===== src/rtl/morse_pkg.sv =====
// -----------------------------------------------------------------------------
// morse_pkg
//   Definitions shared by the Morse encoder and decoder: FSM state encoding,
//   element encoding, element and space limits, and the eight letter patterns
//   S..Z (codes 0..7).
//
//   Keeping the patterns here means the encoder LUT and the decoder matcher
//   always agree.
//
//   Pattern layout: bits[i] is element i, counting from the first element sent.
//   A set bit means DASH. Bits at positions >= len are always zero.
// -----------------------------------------------------------------------------
package morse_pkg;

  // FSM state encoding
  localparam logic [1:0] ST_IDLE  = 2'd0;
  localparam logic [1:0] ST_MARK  = 2'd1;
  localparam logic [1:0] ST_SPACE = 2'd2;

  // Element encoding
  localparam logic ELEM_DOT  = 1'b0;
  localparam logic ELEM_DASH = 1'b1;

  // Maximum number of elements in one letter
  localparam logic [2:0] MAX_ELEM  = 3'd4;
  // Number of space units that ends a letter
  localparam logic [2:0] SPACE_END = 3'd3;
  // Saturation value of the mark run counter
  localparam logic [2:0] RUN_SAT   = 3'd4;

  typedef struct packed {
    logic [2:0] len;   // element count
    logic [3:0] bits;  // element i at bit i, DASH = 1
  } morse_pat_t;

  // Pattern of letter `code`, where 0=S ... 7=Z
  function automatic morse_pat_t letter_pattern(input logic [2:0] code);
    morse_pat_t p;
    case (code)
      3'd0:    p = '{3'd3, 4'b0000};  // S ...
      3'd1:    p = '{3'd1, 4'b0001};  // T -
      3'd2:    p = '{3'd3, 4'b0100};  // U ..-
      3'd3:    p = '{3'd4, 4'b1000};  // V ...-
      3'd4:    p = '{3'd3, 4'b0110};  // W .--
      3'd5:    p = '{3'd4, 4'b1001};  // X -..-
      3'd6:    p = '{3'd4, 4'b1101};  // Y -.--
      default: p = '{3'd4, 4'b0011};  // Z --..
    endcase
    return p;
  endfunction

endpackage


===== src/rtl/morse_tick.sv =====
// -----------------------------------------------------------------------------
// morse_tick
//   A loadable countdown divider. Its `tick` output is high for one cycle
//   when the count reaches 0, and the count then reloads TICK_COUNT.
//   While `run_en` is low, the count holds.
//   `load` has priority over counting and works even while halted.
//
// Parameters
//   TICK_COUNT  reload value (one period = TICK_COUNT+1 cycles)
//   CW          counter width, must hold TICK_COUNT
//
// Ports
//   clk         system clock
//   asr_n       asynchronous active-low reset (count cleared)
//   load        load `load_value` into the count this cycle
//   load_value  value loaded by `load`
//   run_en      1 = count down, 0 = halt
//   tick        one-cycle pulse at count 0 while running
// -----------------------------------------------------------------------------
module morse_tick #(
  parameter int unsigned TICK_COUNT = 24999999,
  parameter int unsigned CW         = 25
) (
  input  logic          clk,
  input  logic          asr_n,
  input  logic          load,
  input  logic [CW-1:0] load_value,
  input  logic          run_en,
  output logic          tick
);

  logic [CW-1:0] count_reg;
  logic [CW-1:0] count_next;

  assign tick = run_en && (count_reg == '0);

  always_comb begin
    count_next = count_reg;
    if (load) begin
      count_next = load_value;
    end else if (run_en) begin
      if (count_reg == '0) begin
        count_next = CW'(TICK_COUNT);
      end else begin
        count_next = count_reg - 1'b1;
      end
    end
  end

  always_ff @(posedge clk or negedge asr_n) begin
    if (!asr_n) begin
      count_reg <= '0;
    end else begin
      count_reg <= count_next;
    end
  end

endmodule


===== src/rtl/morse_decoder.sv =====
// -----------------------------------------------------------------------------
// morse_decoder
//   Receiver for a single-wire Morse stream with an active-high mark and one
//   unit per divider period. It samples `din` in the middle of each unit,
//   classifies runs into dots and dashes, and matches the finished letter
//   against S..Z (codes 0..7).
//
// Parameters
//   TICK_COUNT  divider reload; one unit = TICK_COUNT+1 clk cycles (min 3)
//   CW          divider width, must hold TICK_COUNT
//
// Ports
//   clk     system clock
//   asr_n   asynchronous active-low reset
//   din     Morse line, 1 = mark
//   letter  decoded code, held until the next valid
//   valid   one-cycle pulse; letter is updated the same cycle
//   err     one-cycle pulse for a malformed or unknown letter
//   busy    high whenever the FSM is not idle
//
// Build option
//   MORSE_DEC_SYNC_EN  when defined, din goes through a 2-flop synchronizer
//                      (reset to 0) before any logic. All timing shifts by
//                      2 cycles. Use this for buttons or other asynchronous
//                      sources.
// -----------------------------------------------------------------------------
module morse_decoder
  import morse_pkg::*;
#(
  parameter int unsigned TICK_COUNT = 24999999,
  parameter int unsigned CW         = 25
) (
  input  logic       clk,
  input  logic       asr_n,
  input  logic       din,
  output logic [2:0] letter,
  output logic       valid,
  output logic       err,
  output logic       busy
);

  // ---------------------------------------------------------------------------
  // Input conditioning
  // ---------------------------------------------------------------------------
  logic din_s;

`ifdef MORSE_DEC_SYNC_EN
  logic [1:0] sync_reg;

  always_ff @(posedge clk or negedge asr_n) begin
    if (!asr_n) begin
      sync_reg <= 2'b00;
    end else begin
      sync_reg <= {sync_reg[0], din};
    end
  end

  assign din_s = sync_reg[1];
`else
  assign din_s = din;
`endif

  // ---------------------------------------------------------------------------
  // State
  // ---------------------------------------------------------------------------
  logic [1:0] state_reg,   state_next;
  logic [2:0] run_reg,     run_next;      // units in the current mark/space
  logic [3:0] elem_reg,    elem_next;     // element buffer, first at bit 0
  logic [2:0] cnt_reg,     cnt_next;      // elements buffered
  logic       errflag_reg, errflag_next;
  logic [2:0] letter_reg,  letter_next;
  logic       valid_reg,   valid_next;
  logic       err_reg,     err_next;

  // ---------------------------------------------------------------------------
  // Unit divider
  // ---------------------------------------------------------------------------
  logic tick;
  logic div_load;
  logic div_run;

  // The divider is halted in IDLE. When a letter starts, it is loaded with
  // half a unit, so every later tick lands in the middle of a unit.
  assign div_run = (state_reg != ST_IDLE);

  morse_tick #(
    .TICK_COUNT (TICK_COUNT),
    .CW         (CW)
  ) u_tick (
    .clk        (clk),
    .asr_n      (asr_n),
    .load       (div_load),
    .load_value (CW'(TICK_COUNT >> 1)),
    .run_en     (div_run),
    .tick       (tick)
  );

  // ---------------------------------------------------------------------------
  // Pattern match
  // Buffer positions at or beyond cnt_reg are always zero, as are the unused
  // pattern bits. So a match needs only count equality and whole-buffer
  // equality.
  // ---------------------------------------------------------------------------
  logic [7:0] hit;
  logic       match_hit;
  logic [2:0] match_code;

  genvar gi;
  generate
    for (gi = 0; gi < 8; gi++) begin : g_match
      morse_pat_t pat_w;
      assign pat_w   = letter_pattern(3'(gi));
      assign hit[gi] = (cnt_reg == pat_w.len) && (elem_reg == pat_w.bits);
    end
  endgenerate

  // The patterns are distinct, so at most one hit is set.
  always_comb begin
    match_code = 3'd0;
    for (int i = 0; i < 8; i++) begin
      if (hit[i]) begin
        match_code = 3'(i);
      end
    end
  end

  assign match_hit = |hit;

  // ---------------------------------------------------------------------------
  // Next-state logic
  // ---------------------------------------------------------------------------
  always_comb begin
    state_next   = state_reg;
    run_next     = run_reg;
    elem_next    = elem_reg;
    cnt_next     = cnt_reg;
    errflag_next = errflag_reg;
    letter_next  = letter_reg;
    valid_next   = 1'b0;
    err_next     = 1'b0;
    div_load     = 1'b0;

    case (state_reg)
      ST_IDLE: begin
        if (din_s) begin
          div_load   = 1'b1;
          run_next   = 3'd0;
          state_next = ST_MARK;
        end
      end

      ST_MARK: begin
        if (tick) begin
          if (din_s) begin
            if (run_reg < RUN_SAT) begin
              run_next = run_reg + 3'd1;
            end
          end else if ((run_reg == 3'd0) && (cnt_reg == 3'd0)) begin
            // The mark was shorter than half a unit and nothing is buffered,
            // so treat it as line noise.
            run_next   = 3'd0;
            state_next = ST_IDLE;
          end else begin
            if ((run_reg == 3'd1) || (run_reg == 3'd3)) begin
              if (cnt_reg < MAX_ELEM) begin
                elem_next[cnt_reg[1:0]] = (run_reg == 3'd3) ? ELEM_DASH : ELEM_DOT;
                cnt_next                = cnt_reg + 3'd1;
              end else begin
                errflag_next = 1'b1;
              end
            end else begin
              errflag_next = 1'b1;
            end
            // The sample that ended the mark is the first space unit.
            run_next   = 3'd1;
            state_next = ST_SPACE;
          end
        end
      end

      ST_SPACE: begin
        if (tick) begin
          if (din_s) begin
            // A 2-unit gap is neither an element gap nor a letter gap. It is
            // recorded here and reported when the letter ends.
            if (run_reg == 3'd2) begin
              errflag_next = 1'b1;
            end
            run_next   = 3'd1;
            state_next = ST_MARK;
          end else if ((run_reg + 3'd1) == SPACE_END) begin
            if (!errflag_reg && match_hit) begin
              valid_next  = 1'b1;
              letter_next = match_code;
            end else begin
              err_next = 1'b1;
            end
            elem_next    = 4'd0;
            cnt_next     = 3'd0;
            errflag_next = 1'b0;
            run_next     = 3'd0;
            state_next   = ST_IDLE;
          end else begin
            run_next = run_reg + 3'd1;
          end
        end
      end

      default: begin
        state_next = ST_IDLE;
      end
    endcase
  end

  // ---------------------------------------------------------------------------
  // Registers
  // ---------------------------------------------------------------------------
  always_ff @(posedge clk or negedge asr_n) begin
    if (!asr_n) begin
      state_reg   <= ST_IDLE;
      run_reg     <= 3'd0;
      elem_reg    <= 4'd0;
      cnt_reg     <= 3'd0;
      errflag_reg <= 1'b0;
      letter_reg  <= 3'd0;
      valid_reg   <= 1'b0;
      err_reg     <= 1'b0;
    end else begin
      state_reg   <= state_next;
      run_reg     <= run_next;
      elem_reg    <= elem_next;
      cnt_reg     <= cnt_next;
      errflag_reg <= errflag_next;
      letter_reg  <= letter_next;
      valid_reg   <= valid_next;
      err_reg     <= err_next;
    end
  end

  assign letter = letter_reg;
  assign valid  = valid_reg;
  assign err    = err_reg;
  assign busy   = (state_reg != ST_IDLE);

endmodule


===== config.mk =====
export PLATFORM = sky130hd
export DESIGN_NAME = morse_decoder
export DESIGN_NICKNAME = d
export VERILOG_FILES = /design/src/rtl/morse_pkg.sv /design/src/rtl/morse_tick.sv /design/src/rtl/morse_decoder.sv
export SDC_FILE = /design/constraint.sdc
export NUM_CORES = 1
export LEC_CHECK = 0
export CORE_ASPECT_RATIO = 0.7
export CORE_MARGIN = 5
export CORE_UTILIZATION = 62
export DETAILED_ROUTE_END_ITERATION = 6
export HOLD_SLACK_MARGIN = 0.1
export PLACE_DENSITY = 0.78
export SLEW_MARGIN = 10
export SYNTH_ARGS = -nofsm -noshare
export SYNTH_HDL_FRONTEND = slang
export SYNTH_SLANG_ARGS = --single-unit

===== constraint.sdc =====
create_clock -name clk -period 2.9 [get_ports clk]
set_clock_uncertainty 0.1 [all_clocks]
set_input_delay 0.435 -clock clk [delete_from_list [all_inputs] [get_ports clk]]
set_output_delay 0.435 -clock clk [all_outputs]
set_load 0.05 [all_outputs]

==> results of run 1 <==
-- layer usage --
| layer | global-route usage | share of wire | vias to the layer above | wire length (um) |
|---|---|---|---|---|
| li1 | - | - | 1279 | - |
| met1 | 0.393 | 0.53 | 1260 | 3640 |
| met3 | 0.0434 | 0.069 | 7 | 478 |
| met5 | 0 | 0 | - | 0 |
| met2 | 0.334 | 0.39 | 111 | 2710 |
| met4 | 0.0500 | 0.0077 | 0 | 53 |
-- layout by cell type (no fill, tap or decap), types with 5 or more instances in the layout --
cell type,n
a21oi_1,20
dfrtp_1,43
clkdlybuf4s50_1,6
nor3_1,17
nor2_1,22
nor4_1,9
o21ai_0,33
inv_1,16
nand3_1,13
o2111ai_1,5
buf_4,12
nand2_1,32
or3_1,5
ha_1,17
mux2i_1,5
clkbuf_8,5
-- through the flow --
stage	util	hold slack (ns)	instance area [um2]	power, mW
after detailed placement	0.690	0.362	3060	0.641
after global placement	0.690	0.355	3060	0.640
final	0.720	0.190	3190	1.19
after floorplan	-	0.0394	2900	0.622
after CTS	0.720	0.229	3190	1.19
after global routing	0.720	0.273	3190	1.23
-- cell families after synthesis --
kind of cell	count (synthesis)
flops	43
buf+inv	34
mux	8
xor+xnor	3
simple gates	135
compound gates	99
fa+ha+maj	17
-- worst max-delay path, stage by stage (launching register included) --
cell     delay (ns)
dfrtp_1        0.44
or4_1          0.64
or3_1          0.36
or4_4          0.52
or3_1          0.32
nand3_1        0.08
-- path summary, 6_finish.rpt --
path | endpoint | cells after the start | slack (ns) | start
max in group asynchronous | u_tick.count_reg[21] | 1 | 1.91 | asr_n
hold reg to reg | u_tick.count_reg[0] | 1 | 0.37 | u_tick.count_reg[0]
min in group clk | u_tick.count_reg[0] | 1 | 0.37 | u_tick.count_reg[0]
hold / removal | u_tick.count_reg[12] | 1 | 0.19 | asr_n
setup / recovery | u_tick.count_reg[23] | 5 | 0.38 | u_tick.count_reg[16]
setup reg to reg | u_tick.count_reg[23] | 5 | 0.38 | u_tick.count_reg[16]
-- area by class of cell --
class | instances | share of cell area
tap | 55 | 0.0216
clock inverter | 2 | 0.0188
sequential | 43 | 0.337
clock buffer | 6 | 0.0227
inverter | 17 | 0.0200
multi-input combinational | 262 | 0.531
timing repair buffer | 19 | 0.0486
-- where the power goes --
group / total [mW] / leakage [nW] / switching [mW] / internal [mW]
clock: 0.560 / 0.0654 / 0.216 / 0.344
combinational: 0.0279 / 0.727 / 0.0214 / 0.00655
sequential: 0.601 / 0.474 / 0.000921 / 0.600
total: 1.19 / 1.27 / 0.238 / 0.951
==> summary.md, run 1 <==
| Metric | Value |
|---|---|
| Xor/xnor cell area share of the yosys netlist | 0.00906 |
| Worst relative slew slack | 0.353 |
| Peak VDD IR | 0.255 mV |
| Post-Synthesis Cells | ~340 |
| Initial antenna violation count | 0 |
| Final Max Slew Viols | 0 |
| Drt wl/cell | around 17 um |
| Setup TNS | 0 ns |
| Asr flop ratio synth | 1.00 |
| Synth top area cells | dfrtp_1 37%, ha_1 7.3%, o21ai_0 5.7% |
| Diodes inserted | 0 |
| Core area | 0.00443 mm2 |
| Lkg Pwr | 1.27 nW |
| Nets@finish | approximately 370 |
| First-iteration detailed-routing DRC count | roughly 250 |
| Final setup fails | 0 |
| Syn nets | 359 |
| Max clock buf depth | 2 |
| YS warnings | 0 |
| Layout cells sized above 1 | 0.0946 |
| Hold Crit Class | input port to async pin |
| Fraction of the mapped netlist area in simple logic gates | 0.249 |
| Synth Area in Compound Gates | 0.224 |
| Avg Inst Size Synth | roughly 8.6 um2 |
| Clk root buf | clkbuf_8 |
| Post-Synth Adder-Cell Area | 0.0733 |
| Status | complete, no violations |
| Worst setup EP type | flip-flop |
| Max Fclk | 396 MHz |
| Reg clk slew, reported paths | approximately 0.080 ns |
| FF+latch count, synth | 43 |
| Port Buffers | 8 |
| Netlist Area Pre-Place | 0.00290 mm2 |
| Synth Flop Type | dfrtp_1 |
| Grt total ovfl | 0 |
| Commonest cells post-synth | 43 x dfrtp_1, 33 x o21ai_0, 32 x nand2_1 |
| Vert. Die Dim | 67.2 um |
| Placement Setup Slack | 0.389 ns |
| Final Cycle Share | 0.870 |
| Netlist cell types | 58 |
| Top-count cell post-synth | dfrtp_1 |
| I/O pins | 9 |
| Critical Path AT | 2.66 ns |
| PD cells | roughly 370 mW/mm2 |
| Crit start category | flip-flop |
| Later-pin clock latency in the skew report | ~0.3 ns |
| DRC violations left | 0 |
| Crit path kind | flip-flop to flip-flop |
| Post-CTS Setup Inserts | 0 |
| Register Area | 0.00108 mm2 |
| Final worst slack | ~0.38 ns |
| Synth-to-layout area growth | 10.0% |
| Number of max-cap violations | 0 |
| Placed cells | 396 |
| Sequential-to-total area share from yosys stat | 0.371 |
| Hold_buf cts | 0 |
| Area of the multi-input gates | 0.00169 mm2 |
| Die ar. | 0.00617 mm2 |
| Post-synth EDFFs | 0 |
| Starting Density | 0.655 |
| Max FFs per register | 25 |
| DRT Pass-1 Iters | 5 |
| WL final | 6.89 mm |
| TritonCTS clock tree | yes |
| Vias | approximately 2700 |
| Slew @ Worst Pin | 0.970 ns |
| Post-synthesis mux area share | 0.0289 |
| CTS Sinks | 43 |
| Final Hold Viols | 0 |
| Main combinational cell family by area after synthesis | simple AND/OR/NAND/NOR gates |
| CTS Buf Count | 5 |
| Final ANT Viol Nets | 0 |
| Die width | 91.7 um |
| GRT Overall Usage | 0.243 |
| Crit path max fanout | 7 |
| Filler cells | about 350 |
| Non-Filler Instances | 404 |
| GP Congestion | slightly below 0.9 |
| First-pass GRT wire length | 11.9 mm |
| DP Wirelength | 5.09 mm |
| Vias in the first global route | about 2300 |
| Via-to-Cell Ratio | around 6.6 |
| Top cell type's share of synthesized area | 0.371 |
| RSZ-0062 raised after global routing | no |
| Final min period | 2.52 ns |
| Resize count post-CTS | 0 |
| CP required | about 3.0 ns |
| Row Count | 20 |
| H-tree depth | 2 |
| Cell taking the most area after synthesis | dfrtp_1 |
| Maximum number of pins on one net before global-route repair | 44 |
(Power assumes the default switching activity.)
==> inputs of run 2 (changes only) <==
--- a/config.mk
+++ b/config.mk
@@ -7,10 +7,11 @@
 export LEC_CHECK = 0
 export CORE_ASPECT_RATIO = 0.7
 export CORE_MARGIN = 5
-export CORE_UTILIZATION = 62
+export CORE_UTILIZATION = 64
+export CTS_BUF_LIST = sky130_fd_sc_hd__clkbuf_8
 export DETAILED_ROUTE_END_ITERATION = 6
 export HOLD_SLACK_MARGIN = 0.1
-export PLACE_DENSITY = 0.78
+export PLACE_DENSITY = 0.81
 export SLEW_MARGIN = 10
 export SYNTH_ARGS = -nofsm -noshare
 export SYNTH_HDL_FRONTEND = slang
==> summary.md, run 2 (synthesis gave the netlist of run 1 again) <==
| Metric | Value |
|---|---|
| Status | complete, no violations |
| CP required | just over 3 ns |
| Row Count | 20 |
| Nets@finish | 369 |
| GP Congestion | 0.836 |
| CTS Sinks | 43 |
| CP peak stage delay | about 0.66 ns |
| Hold_buf cts | 0 |
| Reg clk slew, reported paths | 0.09 ns |
| Seq pwr share | 0.596 |
| Number of max-cap violations | 0 |
| Max clock buf depth | 2 |
| Most common cell after layout, fill and taps aside | dfrtp_1 |
| Final min period | 2.55 ns |
| Net Sw Frac | 0.234 |
| Max FFs per register | 25 |
| Worst relative slew slack | 0.381 |
| Clock share of power | 0.375 |
| GRT Overall Usage | 0.237 |
| Vias in the first global route | 2335 |
| Max Fclk | 393 MHz |
| Setup TNS | 0 ns |
| Resize count post-CTS | 0 |
| DP Wirelength | 4.95 mm |
| H-tree depth | 2 |
| TritonCTS clock tree | yes |
| Critical Path AT | 2.69 ns |
| First-iteration detailed-routing DRC count | 249 |
| Starting Density | 0.666 |
| Vert. Die Dim | about 66 um |
| Crit path max fanout | 7 |
| Clk root buf | clkbuf_8 |
| Filler cells | roughly 360 |
| Final ANT Viol Nets | 0 |
| Sw power | 236 uW |
| Diodes inserted | 0 |
| Commonest non-fill, non-tap cells in the layout | 43 x dfrtp_1, 33 x o21ai_0, 32 x nand2_1, 22 x nor2_1, 20 x a21oi_1 |
| Synth-to-layout area growth | 8.63% |
| Hold WS | 0.165 ns |
| Layout cells sized above 1 | 0.0971 |
| CTS Buf Count | 5 |
| Core area | 0.00435 mm2 |
| Crit path kind | flip-flop to flip-flop |
| Cell chain of the critical path | or4_1 -> or3_1 -> or4_4 -> or3_1 -> nand3_1 |
| RSZ-0062 raised after global routing | no |
| Die ar. | 0.00600 mm2 |
| Peak VDD IR | 0.244 mV |
| Die width | around 90 um |
| PD cells | 320 mW/mm2 |
| Final Cycle Share | 0.878 |
| Area of the multi-input gates | about 0.0017 mm2 |
| Via-to-Cell Ratio | 6.48 |
| Register Area | 0.00108 mm2 |
| Port Buffers | 8 |
| Slew @ Worst Pin | 0.929 ns |
| Drt wl/cell | 16.6 um |
| Slowest-stage cell, CP | or4_1 |
| Final Max Slew Viols | 0 |
| WL final | 6.72 mm |
| Pint | a little under 800 uW |
| DRC violations left | 0 |
| DRT Pass-1 Iters | 5 |
| Logic gate share of total power | 0.029 |
| Final setup fails | 0 |
| Grt total ovfl | 0 |
| Vias | 2625 |
| First-pass GRT wire length | 11.6 mm |
| Final Hold Viols | 0 |
| Later-pin clock latency in the skew report | 0.31 ns |
| Crit start category | flip-flop |
| Power, Total | 1.01 mW |
| I/O pins | 9 |
| Post-CTS Setup Inserts | 0 |
| Maximum number of pins on one net before global-route repair | 44 |
| Initial antenna violation count | 0 |
| Worst setup EP type | flip-flop |
| Most frequent CP cell | or3_1 |
| Lkg Pwr | 1.25 nW |
| Hold Crit Class | input port to async pin |
[run 2: changes by cell type in the layout (fill, tap and decap cells not counted)]
| cell | change |
|---|---|
| buf_4 | +1 |
| bufinv_16 | -2 |
| clkbuf_1 | -1 |
| clkinv_2 | +1 |
| clkinvlp_4 | +1 |
| inv_1 | +1 |
[run 2: through the flow]
stage          setup slack [ns]  instance area (um2)  std cells   util
6_report                  0.353                 3150        405  0.724
5_1_grt                   0.111                 3150        405  0.724
4_1_cts                   0.358                 3150        405  0.724
3_5_place_dp              0.370                 3070        397  0.704
3_3_place_gp              0.437                 3070        397  0.704
2_1_floorplan             0.476                 2900        339      -
[run 2: power by group through the flow]
| stage | clock, mW | combinational, mW | sequential [mW] |
|---|---|---|---|
| after global routing | 0.422 | 0.0330 | 0.601 |
| after global placement | 0 | 0.0296 | 0.612 |
| after floorplan | 0 | 0.00974 | 0.613 |
| final | 0.378 | 0.0288 | 0.601 |
| after detailed placement | 0 | 0.0297 | 0.613 |
| after CTS | 0.389 | 0.0298 | 0.601 |
[run 2: cell type report]
cell class              instances  area share
inverters                      17      0.0203
clock buffers                   5      0.0218
multi-input cells             262       0.538
flip-flops and latches         43       0.342
repair buffers                 20      0.0516
well taps                      55      0.0218
clock inverters                 3     0.00516
[run 2: per-layer routing]
| layer | global-route usage | up-vias | wire (um) |
|---|---|---|---|
| li1 | - | 1279 | - |
| met1 | 0.367 | 1244 | 3450 |
| met2 | 0.345 | 95 | 2750 |
| met3 | 0.0432 | 7 | 483 |
| met4 | 0.0428 | 0 | 38 |
| met5 | 0 | - | 0 |
[run 2: worst max-delay path, delay by kind of cell (launching register included)]
kind             cells  cell delay [ns]
and+or+nand+nor      5             1.94
DFF                  1             0.45
[run 2: worst paths after layout]
path,from,end,slack (ns),cells past startpoint
min,asr_n,state_reg[0],0.16,1
max,u_tick.count_reg[16],u_tick.count_reg[23],0.35,5
min reg2reg,u_tick.count_reg[0],u_tick.count_reg[0],0.37,1
max reg2reg,u_tick.count_reg[16],u_tick.count_reg[23],0.35,5
max in group asynchronous,asr_n,run_reg[2],1.95,1
min in group clk,u_tick.count_reg[0],u_tick.count_reg[0],0.37,1
==> inputs of run 3 (changes only) <==
--- a/config.mk
+++ b/config.mk
@@ -12,7 +12,6 @@
 export DETAILED_ROUTE_END_ITERATION = 6
 export HOLD_SLACK_MARGIN = 0.1
 export PLACE_DENSITY = 0.81
-export SLEW_MARGIN = 10
 export SYNTH_ARGS = -nofsm -noshare
 export SYNTH_HDL_FRONTEND = slang
 export SYNTH_SLANG_ARGS = --single-unit
==> results of run 3 <==
No change in the layout: final DEF, timing and power equal those of run 2.
==> variant: new RTL, config.mk and constraints of run 1 <==
`CW` is set to 25 in 2 places; all go to 50.
--- a/src/rtl/morse_tick.sv
+++ b/src/rtl/morse_tick.sv
@@ -19,7 +19,7 @@
 // -----------------------------------------------------------------------------
 module morse_tick #(
   parameter int unsigned TICK_COUNT = 24999999,
-  parameter int unsigned CW         = 25
+  parameter int unsigned CW         = 50
 ) (
   input  logic          clk,
   input  logic          asr_n,
--- a/src/rtl/morse_decoder.sv
+++ b/src/rtl/morse_decoder.sv
@@ -28,7 +28,7 @@
   import morse_pkg::*;
 #(
   parameter int unsigned TICK_COUNT = 24999999,
-  parameter int unsigned CW         = 25
+  parameter int unsigned CW         = 50
 ) (
   input  logic       clk,
   input  logic       asr_n,
Formal check against the unedited RTL: no difference found for any inputs over 10 cycles, from zero or initial values; that may be too few to reach the edited logic, so the function may still have changed.
==> variant against run 1 <==
- area after synthesis rose by 43%
- sequential cell count grew 25
- power is 140% higher
- cell area up 46%
- clock power rose by 58%
- worst setup slack got worse by 230 ps
- non-clock buffer count increased by 14
- routed wire length is 46% higher
- synthesized cell count is 42% higher
- critical endpoint is now u_tick.count_reg[35]
- largest cell class unchanged
- highest routed layer unchanged
==> variant: results (changes against run 1) <==
| Metric | Value |
|---|---|
| Most common library cells after synthesis | nand2_1, dfrtp_1, nor2_1 |
| Filler instances | 467 (+33%) |
| Largest cells by area after synthesis | dfrtp_1, nand2_1, ha_1 |
| Gpl congestion | 0.862 (-1.0%) |
| Post-synthesis average cell area | 8.59 um2 (+0.46%) |
| Tightest Hold Check Type | register to register |
| Hpwl dp | 7000 um (+38%) |
| Skew-Pair Late Insertion Delay | 340 ps (+40 ps) |
| Outcome | finished clean |
| Leakage | 1.98 nW (+56%) |
| Total track usage | 25.3% (+0.95 points) |
| Syn nets | 499 (+39%) |
| Sequential area share after synthesis | 41.2% (+4.1 points) |
| Worst Tran Pin Value | 785 ps (-184 ps) |
| Number of global-route vias before repair | 3532 (+52%) |
| Crit path DAT | 2870 ps (+210 ps) |
| Max reg flops | 50 (+100%) |
| Routed wire length per instance | 16.9 um (-0.96%) |
| TritonCTS Buffers | 9 (+4) |
| Iter 0 DRT Violations | 322 (+30%) |
| CP max stage cell | or4_4 |
| VDD IR-drop max | 506 uV (+98%) |
| Dpl cells | 580 (+46%) |
| Global-route wire length before repair | 17100 um (+44%) |
| Post-place setup slack | 71.3 ps (-317 ps) |
| Largest net degree at the start of global routing | 69 (+57%) |
-- variant: report_power, final --
part	internal (mW)	total [mW]	switching (mW)	leakage [nW]
clock network	0.534	0.885	0.351	0.114
logic	0.323	0.939	0.616	1.02
registers	1.00	1.08	0.0739	0.842
total	1.86	2.90	1.04	1.98
-- variant: cells by family (layout without fill, tap and decap cells) --
logic type	count (synthesis)	after routing	share of synthesized area, %
fa+ha+maj	15	15	4.54
buf+inv	48	73	5.33
xor+xnor	13	13	2.75
compound gates	110	110	17.0
simple gates	219	219	27.0
flops	68	68	41.2
mux	8	8	2.24
-- variant: final timing paths --
check                                     start  cells past startpoint  slack [ps]                    to
setup reg to reg           u_tick.count_reg[35]                      8         150  u_tick.count_reg[35]
min in group asynchronous                 asr_n                      3         560  u_tick.count_reg[48]
hold reg to reg             u_tick.count_reg[7]                      1         410   u_tick.count_reg[7]
hold / removal              u_tick.count_reg[7]                      1         410   u_tick.count_reg[7]
max in group asynchronous                 asr_n                      3        1830   u_tick.count_reg[8]
setup / recovery           u_tick.count_reg[35]                      8         150  u_tick.count_reg[35]
-- variant: worst max-delay path: cells and delay by family, from the launching register on --
family	cells	cell delay (ps)
AOI/OAI and AO/OA	3	390
and+or+nand+nor	3	1310
DFF	1	420
buffers and inverters	2	400
-- variant: what timing repair did --
action,in CTS,in global routing
gates resized for setup,0,3
endpoints found under the hold margin,68,0
setup endpoints to repair,0,8
hold buffers,1,0
-- variant: per-stage QoR --
| stage | instance area, um2 | util (%) |
|---|---|---|
| 6_report | 4660 | 73.3 |
| 5_1_grt | 4660 | 73.3 |
| 4_1_cts | 4650 | 73.0 |
| 3_5_place_dp | 4410 | 69.3 |
| 3_3_place_gp | 4410 | 69.3 |
| 2_1_floorplan | 4130 | - |
-- variant: area by class of cell --
type	count	area share [%]
multi-input cells	365	47.8
flip-flops and latches	68	36.5
repair buffers	33	6.44
clock buffers	13	3.41
well taps	91	2.44
inverters	24	1.93
clock inverters	3	1.48
-- variant: per-layer routing --
| layer | part of all wire, % | vias up | global-route usage, % |
|---|---|---|---|
| met2 | 43 | 167 | 37.9 |
| li1 | - | 1770 | - |
| met4 | 1.5 | 0 | 7.06 |
| met1 | 47 | 1792 | 37.0 |
| met5 | 0 | - | 0 |
| met3 | 8.2 | 20 | 5.57 |
